[config.mk]
export PLATFORM = sky130hd
export DESIGN_NAME = a_ref_cal_flat
export DESIGN_NICKNAME = d
export VERILOG_FILES = /design/src/rtl/a_ref_cal_if.sv /design/src/rtl/a_ref_cal.sv /design/src/flat_wrapper.sv
export SDC_FILE = /design/constraint.sdc
export NUM_CORES = 1
export LEC_CHECK = 0
export ABC_AREA = 0
export ABC_CLOCK_PERIOD_IN_PS = 3700
export CORE_ASPECT_RATIO = 1.2
export CORE_MARGIN = 2
export CORE_UTILIZATION = 50
export DETAILED_ROUTE_END_ITERATION = 8
export PLACE_DENSITY = 0.82
export SYNTH_ARGS = -nofsm -noshare
export SYNTH_HDL_FRONTEND = slang
export SYNTH_SLANG_ARGS = --single-unit
[constraint.sdc]
create_clock -name i_clk -period 3.7 [get_ports i_clk]
set_input_delay 0.37 -clock i_clk [delete_from_list [all_inputs] [get_ports i_clk]]
set_output_delay 0.37 -clock i_clk [all_outputs]
set_load 0.02 [all_outputs]
[src/rtl/a_ref_cal_if.sv]
// Bus bundle for the reference-generator calibrator: oscillator input,
// control/target inputs and the delay-code/status outputs.
interface a_ref_cal_if #(
  parameter int CNT_W = 16
);
  logic             i_osc;
  logic             i_start;
  logic             i_abort;
  logic [CNT_W-1:0] i_target;
  logic [7:0]       i_tol;
  logic [8:0]       o_dly_sel;
  logic             o_mode;
  logic             o_busy;
  logic             o_done;
  logic             o_lock;
  logic [CNT_W-1:0] o_cnt;

  modport slave (
    input  i_osc, i_start, i_abort, i_target, i_tol,
    output o_dly_sel, o_mode, o_busy, o_done, o_lock, o_cnt
  );

  modport master (
    output i_osc, i_start, i_abort, i_target, i_tol,
    input  o_dly_sel, o_mode, o_busy, o_done, o_lock, o_cnt
  );
endinterface

[src/rtl/a_ref_cal.sv]
// Ring-oscillator delay calibrator: 9-bit successive approximation of the delay
// code against a target edge count, followed by one verify measurement.
module a_ref_cal #(
  parameter int WIN_CYC    = 256,
  parameter int SETTLE_CYC = 16,
  parameter int CNT_W      = 16
) (
  input  logic       i_clk,
  input  logic       i_rstn,
  a_ref_cal_if.slave bus
);
  localparam int TMR_MAX = (WIN_CYC > SETTLE_CYC) ? WIN_CYC : SETTLE_CYC;
  localparam int TMR_W   = $clog2(TMR_MAX + 1);

  typedef enum logic [2:0] {IDLE, SETTLE, MEASURE, DECIDE, DONE} state_e;

  state_e           state_q, state_d;
  logic [TMR_W-1:0] tmr_q, tmr_d;
  logic [3:0]       kbit_q, kbit_d;
  logic             verify_q, verify_d;
  logic [2:0]       osc_s_q, osc_s_d;
  logic [CNT_W-1:0] cnt_q, cnt_d;
  logic [CNT_W-1:0] tgt_q, tgt_d;
  logic [7:0]       tol_q, tol_d;
  logic [8:0]       rest_q, rest_d;
  logic [8:0]       dly_q, dly_d;
  logic             mode_q, mode_d;
  logic             busy_q, busy_d;
  logic             done_q, done_d;
  logic             lock_q, lock_d;
  logic [CNT_W-1:0] ocnt_q, ocnt_d;

  logic             osc_rise;
  logic [CNT_W-1:0] diff;
  logic [3:0]       kbit_m1;

  // osc_s_q[1] is the synchronized level; osc_s_q[2] is its one-cycle delay
  assign osc_rise = osc_s_q[1] & ~osc_s_q[2];
  assign diff     = (cnt_q >= tgt_q) ? (cnt_q - tgt_q) : (tgt_q - cnt_q);
  assign kbit_m1  = kbit_q - 4'd1;

  always_ff @(posedge i_clk or negedge i_rstn) begin
    if (!i_rstn) begin
      state_q  <= IDLE;
      tmr_q    <= '0;
      kbit_q   <= '0;
      verify_q <= 1'b0;
      osc_s_q  <= '0;
      cnt_q    <= '0;
      tgt_q    <= '0;
      tol_q    <= '0;
      rest_q   <= '0;
      dly_q    <= '0;
      mode_q   <= 1'b0;
      busy_q   <= 1'b0;
      done_q   <= 1'b0;
      lock_q   <= 1'b0;
      ocnt_q   <= '0;
    end else begin
      state_q  <= state_d;
      tmr_q    <= tmr_d;
      kbit_q   <= kbit_d;
      verify_q <= verify_d;
      osc_s_q  <= osc_s_d;
      cnt_q    <= cnt_d;
      tgt_q    <= tgt_d;
      tol_q    <= tol_d;
      rest_q   <= rest_d;
      dly_q    <= dly_d;
      mode_q   <= mode_d;
      busy_q   <= busy_d;
      done_q   <= done_d;
      lock_q   <= lock_d;
      ocnt_q   <= ocnt_d;
    end
  end

  always_comb begin
    state_d  = state_q;
    tmr_d    = tmr_q;
    kbit_d   = kbit_q;
    verify_d = verify_q;
    osc_s_d  = {osc_s_q[1:0], bus.i_osc};
    cnt_d    = cnt_q;
    tgt_d    = tgt_q;
    tol_d    = tol_q;
    rest_d   = rest_q;
    dly_d    = dly_q;
    mode_d   = mode_q;
    busy_d   = busy_q;
    done_d   = 1'b0;
    lock_d   = lock_q;
    ocnt_d   = ocnt_q;

    case (state_q)
      IDLE: begin
        if (bus.i_abort) begin
          mode_d = 1'b0;
          lock_d = 1'b0;
        end else if (bus.i_start) begin
          tgt_d    = bus.i_target;
          tol_d    = bus.i_tol;
          rest_d   = dly_q;
          dly_d    = 9'h100;
          kbit_d   = 4'd8;
          verify_d = 1'b0;
          busy_d   = 1'b1;
          mode_d   = 1'b1;
          lock_d   = 1'b0;
          tmr_d    = TMR_W'(SETTLE_CYC - 1);
          state_d  = SETTLE;
        end
      end
      SETTLE: begin
        if (tmr_q == '0) begin
          cnt_d   = '0;
          tmr_d   = TMR_W'(WIN_CYC - 1);
          state_d = MEASURE;
        end else begin
          tmr_d = tmr_q - 1'b1;
        end
      end
      MEASURE: begin
        if (osc_rise && (cnt_q != '1)) cnt_d = cnt_q + 1'b1;
        if (tmr_q == '0) state_d = DECIDE;
        else             tmr_d   = tmr_q - 1'b1;
      end
      DECIDE: begin
        ocnt_d = cnt_q;
        if (verify_q) begin
          lock_d  = (diff <= CNT_W'(tol_q));
          busy_d  = 1'b0;
          done_d  = 1'b1;
          state_d = DONE;
        end else begin
          dly_d[kbit_q] = (cnt_q >= tgt_q);
          if (kbit_q != 4'd0) begin
            dly_d[kbit_m1] = 1'b1;
            kbit_d         = kbit_m1;
          end else begin
            verify_d = 1'b1;
          end
          tmr_d   = TMR_W'(SETTLE_CYC - 1);
          state_d = SETTLE;
        end
      end
      DONE: state_d = IDLE;
      default: state_d = IDLE;
    endcase

    // Abort overrides whatever the active state decided this cycle, including
    // a DECIDE that would otherwise load o_cnt or head for DONE.
    if (bus.i_abort && (state_q inside {SETTLE, MEASURE, DECIDE})) begin
      state_d = IDLE;
      dly_d   = rest_q;
      lock_d  = 1'b0;
      busy_d  = 1'b0;
      mode_d  = 1'b0;
      done_d  = 1'b0;
      ocnt_d  = ocnt_q;
    end
  end

  assign bus.o_dly_sel = dly_q;
  assign bus.o_mode    = mode_q;
  assign bus.o_busy    = busy_q;
  assign bus.o_done    = done_q;
  assign bus.o_lock    = lock_q;
  assign bus.o_cnt     = ocnt_q;

endmodule
[src/flat_wrapper.sv]
// flat-port wrapper written by rule: the top's interface ports become plain ports
module a_ref_cal_flat 
#(
  parameter int WIN_CYC    = 256,
  parameter int SETTLE_CYC = 16,
  parameter int CNT_W      = 16
)
  (i_clk, i_rstn, bus_i_osc, bus_i_start, bus_i_abort, bus_i_target, bus_i_tol, bus_o_dly_sel, bus_o_mode, bus_o_busy, bus_o_done, bus_o_lock, bus_o_cnt);
  a_ref_cal_if #(.CNT_W(CNT_W)) bus_i ();
  input  logic i_clk;
  input  logic i_rstn;
  input wire logic [$bits(bus_i.i_osc)-1:0] bus_i_osc;
  input wire logic [$bits(bus_i.i_start)-1:0] bus_i_start;
  input wire logic [$bits(bus_i.i_abort)-1:0] bus_i_abort;
  input wire logic [$bits(bus_i.i_target)-1:0] bus_i_target;
  input wire logic [$bits(bus_i.i_tol)-1:0] bus_i_tol;
  output wire logic [$bits(bus_i.o_dly_sel)-1:0] bus_o_dly_sel;
  output wire logic [$bits(bus_i.o_mode)-1:0] bus_o_mode;
  output wire logic [$bits(bus_i.o_busy)-1:0] bus_o_busy;
  output wire logic [$bits(bus_i.o_done)-1:0] bus_o_done;
  output wire logic [$bits(bus_i.o_lock)-1:0] bus_o_lock;
  output wire logic [$bits(bus_i.o_cnt)-1:0] bus_o_cnt;
  assign bus_i.i_osc = bus_i_osc;
  assign bus_i.i_start = bus_i_start;
  assign bus_i.i_abort = bus_i_abort;
  assign bus_i.i_target = bus_i_target;
  assign bus_i.i_tol = bus_i_tol;
  assign bus_o_dly_sel = bus_i.o_dly_sel;
  assign bus_o_mode = bus_i.o_mode;
  assign bus_o_busy = bus_i.o_busy;
  assign bus_o_done = bus_i.o_done;
  assign bus_o_lock = bus_i.o_lock;
  assign bus_o_cnt = bus_i.o_cnt;
  a_ref_cal #(.WIN_CYC(WIN_CYC), .SETTLE_CYC(SETTLE_CYC), .CNT_W(CNT_W)) u_core (.i_clk(i_clk), .i_rstn(i_rstn), .bus(bus_i));
endmodule
==> reports/metrics.cfg <==
[drt]
drtPass1Iterations = 5
vias = 5780
wirelength_microns = 16100
detail_route.iter0.violations = 327
wl_per_cell_microns = 16.0
vias_per_cell = 5.75
drc = 0
antenna_left = 0

[outcome]
failed_checks = setup timing
outcome = complete, but fails checks

[synthesis]
yosysWarnings = 0
synthDominantCellAreaShare_pct = 38.5
synth_commonest_cells = nand2_1, dfrtp_1, o21ai_0, nor2_1, a21oi_1
synthesis.area_sq_um = 6360
avgSynthCellArea_sq_um = 8.32
synth_xor_area_share_pct = 3.30
synth_cell_types = 59
synth_mux_area_share_pct = 1.10
syn_inst = 765
synth-simple-area-share_pct = 19.5
synthArstFlopShare_pct = 100
synthAdderAreaFrac_pct = 10.1
ys.flop_type = dfrtp_1
synth_top_family_by_area = compound AO/OA/AOI/OAI gates
syn_nets = 844
synth_area_leaders = dfrtp_1, ha_1, nand2_1
synth_most_common_cell = nand2_1
ys_ff_latch = 98
synth_edf_count = 0
synth-compound-area-share_pct = 22.0
yosysTopAreaCell = dfrtp_1
ys_seq_area_share_pct = 38.5

[setup_path]
start_kind = register
cp.required_ps = 3960
end_kind = register
cp.arrival_ps = 4040
crit_fanout = 8
critPathKind = register to register

[place]
place_hpwl_microns = 11500
gp_congestion = 0.920
portBuffers = 57
pre_cts_slack_ps = -156
dp_cells = 981

[layout]
fill_cells = 1043
syn_to_final_growth_pct = 20.9
nNetsFinal = 915
instances_no_fill = 1005
utilization_pct = 61.3
drive_gt1_share_pct = 9.04
antenna-diode-count = 0

[sta]
rsz0062_at_grt = yes
relSlewSlack_pct = 36.4
skew_ps = 8.80
tightest_slew_ps = 954
slew_viol_final = 0
setup_viol = 1
setup_ws_ps = -87.5
setup-tns-final_ps = -87.5
fmax_mhz = 264
period_share_pct = 102
post-route-min-period_ps = 3790
hold_violations = 0

[floorplanning]
chipWidth_microns = 107
core_sq_um = 12600
pin_count = 58
start_util_pct = 50.7
die_y_microns = 128
rows = 45
die-area_sq_um = 13600

[grt]
grt_max_degree = 76
antenna_found_initial = 0
grt_pass1_wl_microns = 26600
grt_overflow = 0
grt_use_total_pct = 24.4
first_global_vias = 5450

[clock_tree]
htreeDepth = 3
clockBufferDepth = 2
cts_root_buffer = clkbuf_16
cts_tree = done
clock_latency_ps = 360
cts_sinks = 98
ctsHoldBuffers = 0
path_clk_slew_ps = 80
numCtsBuffers = 9

[power]
seqPwrFrac_pct = 38.3
p_clk_share_pct = 31.7
peakVddDrop_uv = 220
power_switching_mw = 1.08
p_leak_nw = 3.49
power.density_nw_per_um2 = 418
combPwrFrac_pct = 30.0
sw_frac_of_total_pct = 33.5
intPower_mw = 2.14

[hold_path]
hp-class = input port to asynchronous set/reset pin

[run]
cap_violations = 0

==> kinds of logic after synthesis <==
| kind of cell | after synthesis |
|---|---|
| and+or+nand+nor | 265 |
| AOI/OAI and AO/OA | 227 |
| DFF | 98 |
| buffers and inverters | 94 |
| adders and majority gates | 50 |
| xor gates and xnor gates | 24 |
| muxes | 7 |
==> per-stage QoR <==
step	total power, mW	instance area (sq um)	hold slack (ps)
3_5_place_dp	2.14	7240	336
5_1_grt	3.40	7690	234
3_3_place_gp	2.12	7240	334
4_1_cts	3.20	7630	201
2_1_floorplan	1.85	6380	74.4
6_report	3.21	7690	128
==> final timing paths <==
check | startpoint | to | slack (ps) | cells past startpoint
max | u_core.cnt_q[0] | u_core.bus.o_lock | -90 | 20
min | i_rstn | u_core.tgt_q[8] | 130 | 1
max reg2reg | u_core.cnt_q[0] | u_core.bus.o_lock | -90 | 20
min reg2reg | u_core.osc_s_q[0] | u_core.osc_s_q[1] | 350 | 0
max in group asynchronous | i_rstn | u_core.rest_q[7] | 2660 | 2
min in group i_clk | u_core.osc_s_q[0] | u_core.osc_s_q[1] | 350 | 0
==> power by group through the flow <==
stage	clock network, mW	logic (mW)	registers [mW]
after detailed placement	0	0.893	1.25
after floorplan	0	0.591	1.26
after global routing	1.08	1.07	1.24
after global placement	0	0.867	1.25
after CTS	1.03	0.932	1.23
final	1.02	0.963	1.23
==> state kept, by name, summed over array words and instances (netlist names), 3 cells and up <==
name / count
u_core.tol_q: 8
u_core.bus.o_dly_sel: 9
u_core.tmr_q: 9
u_core.osc_s_q: 3
u_core.state_q: 3
u_core.rest_q: 9
u_core.kbit_q: 4
u_core.cnt_q: 16
u_core.tgt_q: 16
u_core.bus.o_cnt: 16
==> per-layer routing <==
metal	track usage, %	share of wire, %	vias to the layer above
met4	10.2	3.2	0
li1	-	-	2801
met3	3.11	4.5	44
met1	31.9	44	2733
met2	40.9	48	202
met5	0	0	-
==> layout make-up <==
type                            count  area, sq um  share of cell area (%)
Clock buffer                        9          225                    2.93
Clock inverter                      7         95.1                    1.24
Inverter                           58          218                    2.83
Multi-Input combinational cell    573         3630                    47.2
Sequential cell                    98         2450                    31.9
Tap cell                          164          205                    2.67
Timing Repair Buffer               96          868                    11.3
==> critical path: stages, from the launching register on <==
cell,delay [ps]
dfrtp_1,390
inv_2,70
ha_4,130
inv_2,40
fa_2,360
a21o_1,200
a2111oi_4,310
o211ai_1,180
buf_4,190
a21oi_4,120
buf_6,150
a211oi_1,60
a21oi_1,150
xor2_1,170
ha_1,250
nand4_1,140
a21oi_1,70
o22ai_2,210
o211a_1,170
o211ai_1,100
o41ai_2,220
==> layout by cell type (no fill, tap or decap), types with 10 or more instances in the layout <==
master	instances
dfrtp_1	98
a21oi_1	58
o21ai_0	73
ha_1	47
nand2_1	110
nor2b_1	10
a31oi_1	13
nor3_1	13
buf_4	38
inv_1	56
a21o_1	11
nor2_1	67
xnor2_1	18
clkdlybuf4s50_1	56
nand3_1	14
==> repair_timing <==
action                     4_1_cts  5_1_grt
gates resized for setup          8        7
setup buffers                    4        4
setup endpoints to repair        1        1
pin swaps                        8        9
Power figures use the tool's default switching activity.
